<file path="src/rtl/cabac_rate_pkg.sv">
// cabac_rate_pkg: shared defaults and output beat type for the CABAC rate estimator
package cabac_rate_pkg;
  localparam int C1FLAG_NUMBER_DEF = 8;
  localparam int C2FLAG_NUMBER_DEF = 1;
  localparam int RICE_MAX_DEF = 4;
  typedef struct packed {
    logic [7:0] base_level;
    logic       escape;
    logic [2:0] rice_param;
    logic       last;
  } blc_beat_t;
endpackage

</file>
<file path="src/rtl/blc_level_calc.sv">
// blc_level_calc: combinational baseLevel, escape and remaining level from abs, c1Idx, c2Idx
module blc_level_calc
  import cabac_rate_pkg::*;
#(
  parameter int COEF_W = 16,
  parameter int IDX_W = 8,
  parameter int C1FLAG_NUMBER = C1FLAG_NUMBER_DEF,
  parameter int C2FLAG_NUMBER = C2FLAG_NUMBER_DEF
) (
  input  logic [COEF_W-1:0] abs_level,
  input  logic [IDX_W-1:0]  c1_idx,
  input  logic [IDX_W-1:0]  c2_idx,
  output logic [7:0]        base_level,
  output logic              escape,
  output logic [COEF_W-1:0] rem_level
);
  localparam logic [IDX_W-1:0] C1_N = IDX_W'(C1FLAG_NUMBER);
  localparam logic [IDX_W-1:0] C2_N = IDX_W'(C2FLAG_NUMBER);
  always_comb begin
    base_level = ~|abs_level ? 8'd0 : c1_idx < C1_N ? (c2_idx < C2_N ? 8'd3 : 8'd2) : 8'd1;
    escape = |abs_level && abs_level >= COEF_W'(base_level);
    rem_level = escape ? abs_level - COEF_W'(base_level) : '0;
  end
endmodule

</file>
<file path="src/rtl/base_level_rice_tracker.sv">
// base_level_rice_tracker: streaming c1/c2/Rice context tracker with one-deep output register.
// Define BLC_GT1_CTX_EN to add the greater1 context state and out_gt1_ctx.
module base_level_rice_tracker
  import cabac_rate_pkg::*;
#(
  parameter int COEF_W = 16,
  parameter int IDX_W = 8,
  parameter int C1FLAG_NUMBER = C1FLAG_NUMBER_DEF,
  parameter int C2FLAG_NUMBER = C2FLAG_NUMBER_DEF,
  parameter int RICE_MAX = RICE_MAX_DEF
) (
  input  logic              clk,
  input  logic              rst_n,
  input  logic              clear,
  input  logic              in_valid,
  output logic              in_ready,
  input  logic [COEF_W-1:0] in_abs_level,
  input  logic              in_last,
  output logic              out_valid,
  input  logic              out_ready,
  output logic [7:0]        out_base_level,
  output logic [IDX_W-1:0]  out_c1_idx,
  output logic [IDX_W-1:0]  out_c2_idx,
  output logic              out_escape,
  output logic [COEF_W-1:0] out_rem_level,
  output logic [2:0]        out_rice_param,
  output logic              out_last
`ifdef BLC_GT1_CTX_EN
  , output logic [1:0]      out_gt1_ctx
`endif
);
  localparam logic [IDX_W-1:0] C1_N = IDX_W'(C1FLAG_NUMBER);
  localparam logic [IDX_W-1:0] C2_N = IDX_W'(C2FLAG_NUMBER);
  localparam logic [2:0] R_MAX = 3'(RICE_MAX);
  logic [IDX_W-1:0] c1, c2;
  logic [2:0] rice;
  logic [7:0] base;
  logic esc;
  logic [COEF_W-1:0] rem;
  logic accept, nz, c1_lt, gt1, rice_up;
  blc_beat_t q;
  blc_level_calc #(
    .COEF_W(COEF_W), .IDX_W(IDX_W), .C1FLAG_NUMBER(C1FLAG_NUMBER), .C2FLAG_NUMBER(C2FLAG_NUMBER)
  ) u_calc (
    .abs_level(in_abs_level), .c1_idx(c1), .c2_idx(c2),
    .base_level(base), .escape(esc), .rem_level(rem)
  );
  assign in_ready = !out_valid || out_ready;
  assign accept = in_valid && in_ready;
  assign nz = |in_abs_level;
  assign c1_lt = c1 < C1_N;
  assign gt1 = in_abs_level > COEF_W'(1);
  // threshold 3<<rice widened so the shift never truncates
  assign rice_up = {5'd0, in_abs_level} > ((COEF_W+5)'(3) << rice);
  assign out_base_level = q.base_level;
  assign out_escape = q.escape;
  assign out_rice_param = q.rice_param;
  assign out_last = q.last;
  always_ff @(posedge clk or negedge rst_n)
    if (!rst_n) begin
      c1 <= '0;
      c2 <= '0;
      rice <= '0;
      out_valid <= 1'b0;
      q <= '0;
      out_c1_idx <= '0;
      out_c2_idx <= '0;
      out_rem_level <= '0;
    end else if (clear) begin
      c1 <= '0;
      c2 <= '0;
      rice <= '0;
      out_valid <= 1'b0;
      q <= '0;
      out_c1_idx <= '0;
      out_c2_idx <= '0;
      out_rem_level <= '0;
    end else if (accept) begin
      out_valid <= 1'b1;
      q <= '{base_level: base, escape: esc, rice_param: rice, last: in_last};
      out_c1_idx <= c1;
      out_c2_idx <= c2;
      out_rem_level <= rem;
      if (in_last) begin
        c1 <= '0;
        c2 <= '0;
        rice <= '0;
      end else if (nz) begin
        if (c1_lt) c1 <= c1 + 1'b1;
        if (c1_lt && gt1 && c2 < C2_N) c2 <= c2 + 1'b1;
        if (rice_up && rice < R_MAX) rice <= rice + 1'b1;
      end
    end else if (out_ready) begin
      out_valid <= 1'b0;
    end
`ifdef BLC_GT1_CTX_EN
  logic [1:0] ctx;
  always_ff @(posedge clk or negedge rst_n)
    if (!rst_n) begin
      ctx <= 2'd1;
      out_gt1_ctx <= '0;
    end else if (clear) begin
      ctx <= 2'd1;
      out_gt1_ctx <= '0;
    end else if (accept) begin
      out_gt1_ctx <= ctx;
      if (in_last) ctx <= 2'd1;
      else if (nz && c1_lt) ctx <= gt1 ? 2'd0 : (ctx == 2'd1 || ctx == 2'd2) ? ctx + 2'd1 : ctx;
    end
`endif
endmodule
</file>
<file path="config.mk">
export PLATFORM = sky130hd
export DESIGN_NAME = base_level_rice_tracker
export DESIGN_NICKNAME = d
export VERILOG_FILES = /design/src/rtl/cabac_rate_pkg.sv /design/src/rtl/blc_level_calc.sv /design/src/rtl/base_level_rice_tracker.sv
export SDC_FILE = /design/constraint.sdc
export NUM_CORES = 1
export LEC_CHECK = 0
export ABC_AREA = 1
export CELL_PAD_IN_SITES_DETAIL_PLACEMENT = 0
export CELL_PAD_IN_SITES_GLOBAL_PLACEMENT = 1
export CORE_ASPECT_RATIO = 1.5
export CORE_MARGIN = 10
export CORE_UTILIZATION = 35
export CTS_CLUSTER_DIAMETER = 40
export DETAILED_ROUTE_END_ITERATION = 6
export GPL_TIMING_DRIVEN = 0
export PLACE_DENSITY_LB_ADDON = 0.05
export REMOVE_ABC_BUFFERS = 1
export SYNTH_ARGS = -nofsm -noshare
export SYNTH_HDL_FRONTEND = slang
export SYNTH_HIERARCHICAL = 1
export SYNTH_SLANG_ARGS = --single-unit
</file>
<file path="constraint.sdc">
create_clock -name clk -period 2.6 [get_ports clk]
set_clock_uncertainty 0.2 [all_clocks]
set_input_delay 0.39 -clock clk [delete_from_list [all_inputs] [get_ports clk]]
set_output_delay 0.39 -clock clk [all_outputs]
set_load 0.02 [all_outputs]
</file>
Word level (Yosys, flattened, before mapping)
Index checks and enable logic that the tools add are counted.
{"block": "op_classes", "n_addsub": 4, "order_cmp": 6, "shift": 1, "n_mux": 30, "reduce_logical": 17}
{"op": "8-bit two-way mux", "count": 16}
{"op": "16-bit two-way mux", "count": 3}
{"op": "13-bit two-way mux", "count": 2}
{"op": "16-bit by 21-bit > comparator with 1-bit output", "count": 1}
{"op": "2-bit by 3-bit << shifter with 21-bit output, first input constant", "count": 1}
{"op": "8-bit by 1-bit adder with 8-bit output, second input constant", "count": 2}
{"op": "16-bit by 8-bit greater-or-equal comparator with 1-bit output", "count": 1}
{"op": "16-bit by 1-bit > comparator with 1-bit output, second input constant", "count": 1}
{"op": "16-bit OR reduction", "count": 1}
{"op": "16-bit by 8-bit subtractor with 16-bit output", "count": 1}
{"op": "3-bit two-way mux", "count": 5}
{"op": "3-bit nonzero test", "count": 5}
{"op": "3-bit AND reduction", "count": 3}
{"op": "8-bit by 1-bit less-than comparator with 1-bit output, second input constant", "count": 1}
{"op": "8-bit by 4-bit less-than comparator with 1-bit output, second input constant", "count": 1}
{"op": "1-bit logical AND", "count": 5}
{"op": "1-bit two-way mux", "count": 4}
{"op": "3-bit by 1-bit adder with 3-bit output, second input constant", "count": 1}
{"op": "3-bit less-than comparator, second input constant", "count": 1}
{"op": "2-bit nonzero test", "count": 1}
{"op": "1-bit zero test", "count": 1}
{"op": "1-bit logical OR", "count": 1}
{"block": "totals", "reg_bits": 65, "input_bits": 22, "output_inout_bits": 47, "wordCells": 69}

Depth between registers and ports, before layout
Gate-level depths: netlist (run 1).
{"block": "logic_depth", "ltp_word": 9, "ltp_mapped": 17}

Hierarchy
Netlist (run 1), hierarchy kept.
{"module": "base_level_rice_tracker", "n_inst": 1, "cells_each": 367, "area_each_um2": 3136.8}
{"module": "blc_level_calc", "n_inst": 1, "cells_each": 135, "area_each_um2": 706.9}

Worst setup path before layout (run 1)
Ideal clock, no wire load.
{"block": "synth_timing", "path_kind": "input to register", "from": "in in_abs_level[6]", "to": "reg out_rem_level[13]", "arrival_ns": 2.354, "slack_ns": -0.036, "path_stages": 16, "path_cell_list": "nor2_1 -> nand2_2 -> nor2_1 -> nand2_2 -> nand2_1 -> inv_1 -> ha_1 -> fa_1 -> nand2_4 -> nor2_8 -> nand3_2 -> nand2_4 -> buf_12 -> nor2_2 -> inv_1 -> o21ai_0"}
{"block": "synth_via", "elab_chain_len": 7, "word_cells_on_any_way": 8}
{"element": "start: declaration", "line": "base_level_rice_tracker.sv:17", "text": "input logic [COEF_W-1:0] in_abs_level,"}
{"element": "16-bit OR reduction *", "line": "blc_level_calc.sv:20", "text": "base_level = ~|abs_level ? 8'd0 : c1_idx < C1_N ? (c2_idx < C2_N ? 8'd3 : 8'd2) : 8'd1;"}
{"element": "8-bit two-way mux *", "line": "blc_level_calc.sv:20"}
{"element": "via base[0]", "line": "base_level_rice_tracker.sv:37", "text": "logic [7:0] base;"}
{"element": "16-bit by 8-bit greater-or-equal comparator with 1-bit output", "line": "blc_level_calc.sv:21", "text": "escape = |abs_level && abs_level >= COEF_W'(base_level);"}
{"element": "1-bit logical AND", "line": "blc_level_calc.sv:21"}
{"element": "16-bit two-way mux *", "line": "blc_level_calc.sv:22", "text": "rem_level = escape ? abs_level - COEF_W'(base_level) : '0;"}
{"element": "via rem[13]", "line": "base_level_rice_tracker.sv:39", "text": "logic [COEF_W-1:0] rem;"}
{"element": "16-bit two-way mux *", "line": "base_level_rice_tracker.sv:78", "text": "end else if (accept) begin"}
{"element": "16-bit two-way mux *", "line": "base_level_rice_tracker.sv:69", "text": "end else if (clear) begin"}
{"element": "end signal: assignment", "line": "base_level_rice_tracker.sv:83", "text": "out_rem_level <= rem;"}
{"element": "end: declaration", "line": "base_level_rice_tracker.sv:25", "text": "output logic [COEF_W-1:0] out_rem_level,"}
Mark *: on every way through the listed nets, which the timed path passes. The rest lies on a longest branch. The select of a mux whose other input is x is not followed.
A chain may end at the register's enable or synchronous reset.

Final worst setup path (run 1)
{"block": "layout_timing", "from": "reg c1[6]", "to": "reg out_rem_level[6]"}
{"block": "layout_via", "elab_chain_len": 8, "word_cells_on_any_way": 9}
{"element": "start: declaration", "line": "base_level_rice_tracker.sv:35", "text": "logic [IDX_W-1:0] c1, c2;"}
{"element": "start signal: assignment", "line": "base_level_rice_tracker.sv:89", "text": "if (c1_lt) c1 <= c1 + 1'b1;"}
{"element": "8-bit by 4-bit less-than comparator with 1-bit output *", "line": "blc_level_calc.sv:20"}
{"element": "8-bit two-way mux * (2 in a row)", "line": "blc_level_calc.sv:20"}
{"element": "via base[0]", "line": "base_level_rice_tracker.sv:37"}
{"element": "16-bit by 8-bit greater-or-equal comparator with 1-bit output", "line": "blc_level_calc.sv:21"}
{"element": "1-bit logical AND", "line": "blc_level_calc.sv:21"}
{"element": "16-bit two-way mux *", "line": "blc_level_calc.sv:22"}
{"element": "via rem[6]", "line": "base_level_rice_tracker.sv:39"}
{"element": "16-bit two-way mux *", "line": "base_level_rice_tracker.sv:78"}
{"element": "16-bit two-way mux *", "line": "base_level_rice_tracker.sv:69"}
Marked as above.

==> impl_metrics.json, run 1 <==
{
  "rr_worst_depth": 15,
  "cts_num_sinks": 65,
  "highest_cell_delay_on_the_worst_timing_path_ns": 0.41,
  "place_congestion": 0.8173,
  "post-synth-top-area-fraction": 0.4232,
  "synth-seq-area-share": 0.4232,
  "power.density_cell_area_nw_per_um2": 554.5,
  "hp-class": "reg2reg",
  "port-buffer-count": 68,
  "synth-seq-cells": 65,
  "fp-row-count": 46,
  "finalHoldViolCount": 0,
  "worst_endpoint_data_arrival_time_ns": 2.63,
  "final_critical_path_required_period_ns": 2.588,
  "fin_cells": 727,
  "post-route-period-util": 0.9956,
  "worstReg2RegEnd": "out_rem_level[6]",
  "grt_setup_unrepaired": "yes",
  "grt_start_max_net_pins": 66,
  "total_cts_buffers": 9,
  "drc": 0,
  "maxCapViolCount": 0,
  "layout-drive-gt1-share": 0.1750,
  "grt.overflow.total": 0,
  "crit_path_end_kind": "flop",
  "number_of_max_slew_violations_in_the_final_report": 0,
  "clock_path_buffers": 2,
  "worst_slew_margin_rel": 0.4447,
  "initial_core_util": 0.3610,
  "vdd_ir_drop_max_uv": 284.6,
  "synth.area.top_cells": "dfrtp_1 (42%), nand3_1 (8.6%), nand2_1 (8.4%)",
  "post-place-cells": 698,
  "ys_warn_count": 6,
  "worst_hold_path.num_cells": 2,
  "layout.cell_area.non_filler_um2": 5179,
  "postPlaceCellArea_um2": 4604,
  "synth_edf_count": 0,
  "dpl.hpwl_um": 7279,
  "cts_max_level": 3,
  "first_iter_violations": 115,
  "kind_of_critical_path": "reg2reg",
  "grt_pass1_wl_um": 16550,
  "routed_length_per_instance_um": 14.05,
  "r2r_path_start": "c1[6]",
  "synth-main-ff-cell": "dfrtp_1",
  "drt.antenna.violating_nets": 0,
  "detail_route.wirelength_um": 10210,
  "startpoint_type": "flop",
  "hold_path_startpoint": "out_c1_idx[7]",
  "antenna_found_initial": 0,
  "antenna_cells_inserted": 0,
  "syn_area_per_cell_um2": 7.657,
  "run_status": "complete, no violations",
  "synthToLayoutAreaGrowth_pct": 34.73,
  "n_fill_cell": 1059,
  "core_region_area_um2": 10650,
  "timing.critical_path.required_ns": 2.64,
  "whs_endpoint": "out_c1_idx[7]",
  "synth.lib_cells_used.distinct": 31,
  "detailedRoute.firstPassIterationCount": 4,
  "post_synth_instance_area_um2": 3844,
  "clock.fmax_mhz": 386.3,
  "tritoncts": "done",
  "setup_ws_ns": 0.01157,
  "slowest_stage": "dfrtp_1",
  "layout.nets": 618,
  "ctsRootBufferMaster": "clkbuf_16",
  "cell_by_cell_trace_of_the_critical_path": "inv_1 -> nand2_2 -> nor4_4 -> nand2_1 -> nand2_1 -> inv_2 -> ha_4 -> fa_2 -> nand2_4 -> nor2_8 -> nand3_4 -> nand2_8 -> nor2_1 -> inv_1 -> o21ai_1",
  "synth_area_leader_cell": "dfrtp_1",
  "setup-violations-final": 0,
  "synth_commonest_cells": "nand2_1 (86), inv_1 (78), nand3_1 (66), dfrtp_1 (65), nor2_1 (57)",
  "vias_in_the_first_global_route": 3373,
  "synth-async-reset-ratio": 1.000,
  "worst_setup_slack_before_clock_tree_synthesis_ns": -0.9243,
  "clk_transition_reported_paths_ns": 0.06,
  "yosysMostFrequentCell": "nand2_1",
  "number_of_instances_in_the_synthesized_netlist": 502,
  "ios": 69,
  "dieArea_um2": 15660,
  "setup.reg_to_reg.worst_slack_ns": 0.01,
  "groute.usage.overall": 0.1290,
  "die_x_um": 105.6,
  "vias": 3342,
  "clock_latency_ns": 0.32,
  "total_leakage_power_nw": 2.485,
  "crit_path_max_fanout": 8,
  "height_of_the_die_um": 148.3,
  "routed_via_density": 4.597,
  "max_slew.worst_pin.slew_ns": 0.8330
}
## cells by family (layout without fill, tap and decap cells)
kind of cell,Yosys count,count (layout),share of synthesized area
other cells,1,6,0.0009756
buf+inv,105,179,0.1143
compound gates,55,55,0.07389
simple gates,250,252,0.3089
fa+ha+maj,18,18,0.06055
flops,65,65,0.4232
xor+xnor,8,8,0.01823
## state kept, by name, summed over array words and instances, names as in the netlist
register	count
c1	8
c2	8
out_base_level	8
out_c1_idx	8
out_c2_idx	8
out_escape	1
out_last	1
out_rem_level	16
out_rice_param	3
out_valid	1
rice	3
## metal layers
layer | vias up | global-route usage | part of all wire | wire length, um
met5 | - | 0 | 0 | 0
met4 | 0 | 0.04688 | 0.013 | 132
met3 | 5 | 0.02855 | 0.034 | 344
met2 | 54 | 0.2303 | 0.53 | 5420
met1 | 1555 | 0.1464 | 0.42 | 4316
li1 | 1728 | - | - | -
## worst max-delay path: cells and delay by family, from the launching register on
| kind | cells | cell delay (ns) |
|---|---|---|
| buffers and inverters | 3 | 0.17 |
| and+or+nand+nor | 9 | 1.09 |
| DFF | 1 | 0.41 |
| AOI/OAI and AO/OA | 1 | 0.11 |
| adders and majority gates | 2 | 0.52 |
## how the worst max path moves through the flow
stage                               start                end  slack, ns  cells past startpoint
after floorplan           in_abs_level[6]  out_rem_level[10]      0.002                     15
after global placement              rst_n  out_rice_param[0]      -1.32                      1
after detailed placement  in_abs_level[8]   out_rem_level[8]      -0.92                     16
after CTS                 in_abs_level[8]  out_rem_level[13]      0.009                     16
after global routing                c1[6]   out_rem_level[2]      -0.14                     15
final                               c1[6]   out_rem_level[6]       0.01                     15
## layout make-up
type / count / area (um2) / share of cell area
timing repair buffer: 79 / 732.0 / 0.1413
sequential: 65 / 1627 / 0.3141
tap: 144 / 180.2 / 0.03479
inverter: 84 / 320.3 / 0.06185
clock buffer: 11 / 252.7 / 0.04880
multi-input combinational: 339 / 1989 / 0.3842
clock inverter: 5 / 77.57 / 0.01498
## report_power, final
part	leakage (nW)	switching (mW)	internal (mW)
logic	1.44	0.288	0.185
clock network	0.162	0.432	0.888
registers	0.886	0.0262	1.05
total	2.48	0.747	2.12
## cell usage in the layout, fill, tap and decap left out, drive strengths merged, types with 9 or more instances in the layout
cell,count
nand2,98
inv,84
nor2,74
nand3,68
dfrtp,65
clkdlybuf4s50,51
o21ai,49
ha,17
clkbuf,16
buf,11
dlygate4sd2,9
## per-stage QoR
stage	util	power, mW	hold slack, ns	TNS [ns]
finish	0.4864	2.871	0.3084	0
floorplan	-	1.331	-0.1056	0
CTS	0.4750	2.885	0.3074	0
global placement	0.4322	1.537	0.2739	-126.81
detailed placement	0.4324	1.543	0.2743	-28.59
global route	0.4864	3.004	0.3361	-2.142
## repair_timing
item | CTS | global route
gates resized for setup | 35 | 60
endpoints found under the setup margin | 39 | 39
buffers inserted | 7 | 3
gates cloned | 1 | 1
pin swaps | 12 | 28
hold endpoints to repair | 4 | 0
hold buffers | 1 | 0
(Power assumes the default switching activity.)
==> inputs of run 2 (changes only) <==
ABC_AREA = not set   (was 1)
CORE_UTILIZATION = 36   (was 35)
PLACE_DENSITY_LB_ADDON = 0.1   (was 0.05)
==> run 2 against run 1 <==
  * The run now ends with negative hold slack, negative setup slack left
  * Flip-flop and latch count stayed put
  * Maximum frequency is 11% lower
  * Sequential share of layout area is 1.9 points higher
  * Global-route usage is 1.3 points higher
  * Synthesized area is 12% lower
  * Non-clock buffer count is 18 higher
==> impl_metrics.json, run 2 <==
{
  "run_status": "finished, violations left",
  "violations": "negative hold slack, negative setup slack",
  "timing.setup.tns_ns": -4.061,
  "synth-seq-cells": 65,
  "startpoint_type": "flop",
  "setup.reg_to_reg.worst_slack_ns": -0.32,
  "clk_transition_reported_paths_ns": 0.05,
  "synth-seq-area-share": 0.4826,
  "synth-main-ff-cell": "dfrtp_1",
  "post-synth-top-area-fraction": 0.4826,
  "vias_in_the_first_global_route": 2999,
  "core_region_area_um2": 9200,
  "rr_worst_depth": 9,
  "timing.critical_path.required_ns": 2.62,
  "worst_endpoint_data_arrival_time_ns": 2.93,
  "drc": 0,
  "met3RoutedLength_um": 390,
  "drt.antenna.violating_nets": 0,
  "vias": 2866,
  "dieArea_um2": 13710,
  "r2r_path_start": "c1[5]",
  "register_with_the_most_flip_flops": "out_rem_level",
  "worstReg2RegEnd": "out_rem_level[7]",
  "top_layer": "met4",
  "routed_length_per_instance_um": 17.64,
  "synth_edf_count": 0,
  "ios": 69,
  "synth_commonest_cells": "dfrtp_1 (65), a22o_1 (45), nor2_1 (37), ha_1 (17), nand2_1 (16)",
  "total_cts_buffers": 9,
  "worst_slew_margin_rel": 0.4043,
  "grt_pass1_wl_um": 15970,
  "layout_commonest_cell": "dfrtp_1",
  "layout_utilization": 0.5335,
  "first_iter_violations": 126,
  "synth_area_leader_cell": "dfrtp_1",
  "routed_via_density": 5.347,
  "cell_by_cell_trace_of_the_critical_path": "or4_4 -> nor2_4 -> nand2b_1 -> ha_1 -> nor2b_4 -> or3_4 -> o31a_1 -> o22a_1 -> a22o_1",
  "antenna_cells_inserted": 0,
  "grt_start_max_net_pins": 66,
  "layout.nets": 459,
  "initial_core_util": 0.3664,
  "max_slew.worst_pin.slew_ns": 0.8902,
  "clock_path_buffers": 2,
  "grt_setup_unrepaired": "yes",
  "number_of_instances_in_the_synthesized_netlist": 326,
  "wl_met1_um": 4063,
  "place_congestion": 0.8129,
  "clock.fmax_mhz": 342.9,
  "finalHoldViolCount": 65,
  "synth-async-reset-ratio": 1.000,
  "maxCapViolCount": 0,
  "detailedRoute.firstPassIterationCount": 4,
  "dpl.hpwl_um": 6341,
  "antenna_found_initial": 0,
  "power.density_cell_area_nw_per_um2": 552.3,
  "met2_length_um": 4843,
  "post-route-period-util": 1.122,
  "tritoncts": "done",
  "die_x_um": 99.01,
  "detail_route.wirelength_um": 9457,
  "port-buffer-count": 68,
  "largest_register_ff_count": 16,
  "fp-row-count": 43,
  "crit_path_max_fanout": 7,
  "slowest_stage": "or4_4",
  "kind_of_critical_path": "reg2reg",
  "cts_max_level": 3,
  "yosysMostFrequentCell": "dfrtp_1",
  "layout-drive-gt1-share": 0.2594,
  "timing.critical_path.from": "c1[5]",
  "clock_latency_ns": 0.33,
  "grt.overflow.total": 0,
  "synth.area.top_cells": "dfrtp_1 (48%), a22o_1 (12%), ha_1 (6.3%)",
  "whs_ns": -0.04132,
  "ctsRootBufferMaster": "clkbuf_16",
  "vdd_ir_drop_max_uv": 354.0,
  "hp-class": "in2async",
  "groute.usage.overall": 0.1416,
  "number_of_max_slew_violations_in_the_final_report": 0,
  "ys_warn_count": 6,
  "total_leakage_power_nw": 2.154,
  "synth.lib_cells_used.distinct": 47,
  "setup-violations-final": 19,
  "height_of_the_die_um": 138.5,
  "setup_ws_ns": -0.3164,
  "final_critical_path_required_period_ns": 2.916,
  "post_synth_instance_area_um2": 3371,
  "syn_area_per_cell_um2": 10.34,
  "layout.cells.most_common_list": "dfrtp_1 (59), clkdlybuf4s50_1 (51), a22o_1 (45)",
  "cts_num_sinks": 65,
  "synthToLayoutAreaGrowth_pct": 45.62,
  "crit_path_end_kind": "flop",
  "highest_cell_delay_on_the_worst_timing_path_ns": 0.54,
  "ctsHoldBuffers": 0
}
## run 2: cell types whose count changed after synthesis, moves of 5 or more
cell / delta
nand2_1: -70
inv_1: -66
nand3_1: -63
a22o_1: +45
o21ai_0: -40
nor2_1: -20
nor2_2: -14
nor4_1: +13
a31oi_1: +8
nand2_4: -7
a21oi_1: +6
nor2b_1: +5
or3_1: +5
## run 2: where the power goes
group	switching [mW]	internal, mW	leakage [nW]
registers	0.0277	1.05	0.876
clock network	0.449	0.721	0.145
logic	0.253	0.207	1.13
total	0.730	1.98	2.15
## run 2: worst max path at each step
stage	slack, ns	to
detailed placement	-1.51	out_rem_level[5]
finish	-0.32	out_rem_level[7]
global route	-0.45	out_rem_level[12]
CTS	-0.33	out_rem_level[14]
global placement	-3.23	c2[2]
floorplan	-1.06	c1[5]
## run 2: area by class of cell
cell class | instances | area [um2]
Timing Repair Buffer | 97 | 898.4
Multi-Input combinational cell | 233 | 1892
Tap cell | 112 | 140.1
Inverter | 13 | 51.30
Fill cell | 850 | 4292
Clock inverter | 4 | 26.28
Sequential cell | 65 | 1634
Clock buffer | 12 | 266.5
## run 2: through the flow
step / area (um2) / power, mW / setup WS [ns] / cells / hold WS [ns]
2_1_floorplan: 3287 / 1.293 / -1.064 / 310 / -0.1056
3_3_place_gp: 4108 / 1.484 / -3.232 / 490 / 0.2864
3_5_place_dp: 4172 / 1.499 / -1.510 / 492 / 0.2914
4_1_cts: 4806 / 2.727 / -0.3288 / 527 / 0.0005125
5_1_grt: 4908 / 2.832 / -0.4505 / 536 / 0.03821
6_report: 4908 / 2.711 / -0.3164 / 536 / -0.04132
## run 2: worst max-delay path, delay by kind of cell, from the launching register on
family                   cells  cell delay (ns)
AO/OA/AOI/OAI                3             0.64
adder cells (fa/ha/maj)      1             0.29
flip-flops                   1             0.42
AND/OR/NAND/NOR              5             1.25
## run 2: kinds of logic after synthesis
group,Yosys count,share of synthesized area
and+or+nand+nor,110,0.1759
AOI/OAI and AO/OA,84,0.1886
DFF,65,0.4826
buffers and inverters,34,0.04491
adders and majority gates,18,0.06904
xor gates and xnor gates,10,0.02599
muxes,4,0.01188
other,1,0.001113
## run 2: metal layers
| layer | vias up | global-route usage |
|---|---|---|
| met1 | 1430 | 0.1721 |
| met2 | 40 | 0.2318 |
| met3 | 10 | 0.03791 |
| met4 | 0 | 0.05223 |
| met5 | - | 0 |
| li1 | 1386 | - |
## run 2: what timing repair did
action                                  4_1_cts  5_1_grt
setup buffers                                18       10
gates resized for setup                     102       14
pin swaps                                    19       21
gates cloned                                  1        0
endpoints found under the setup margin       31       30
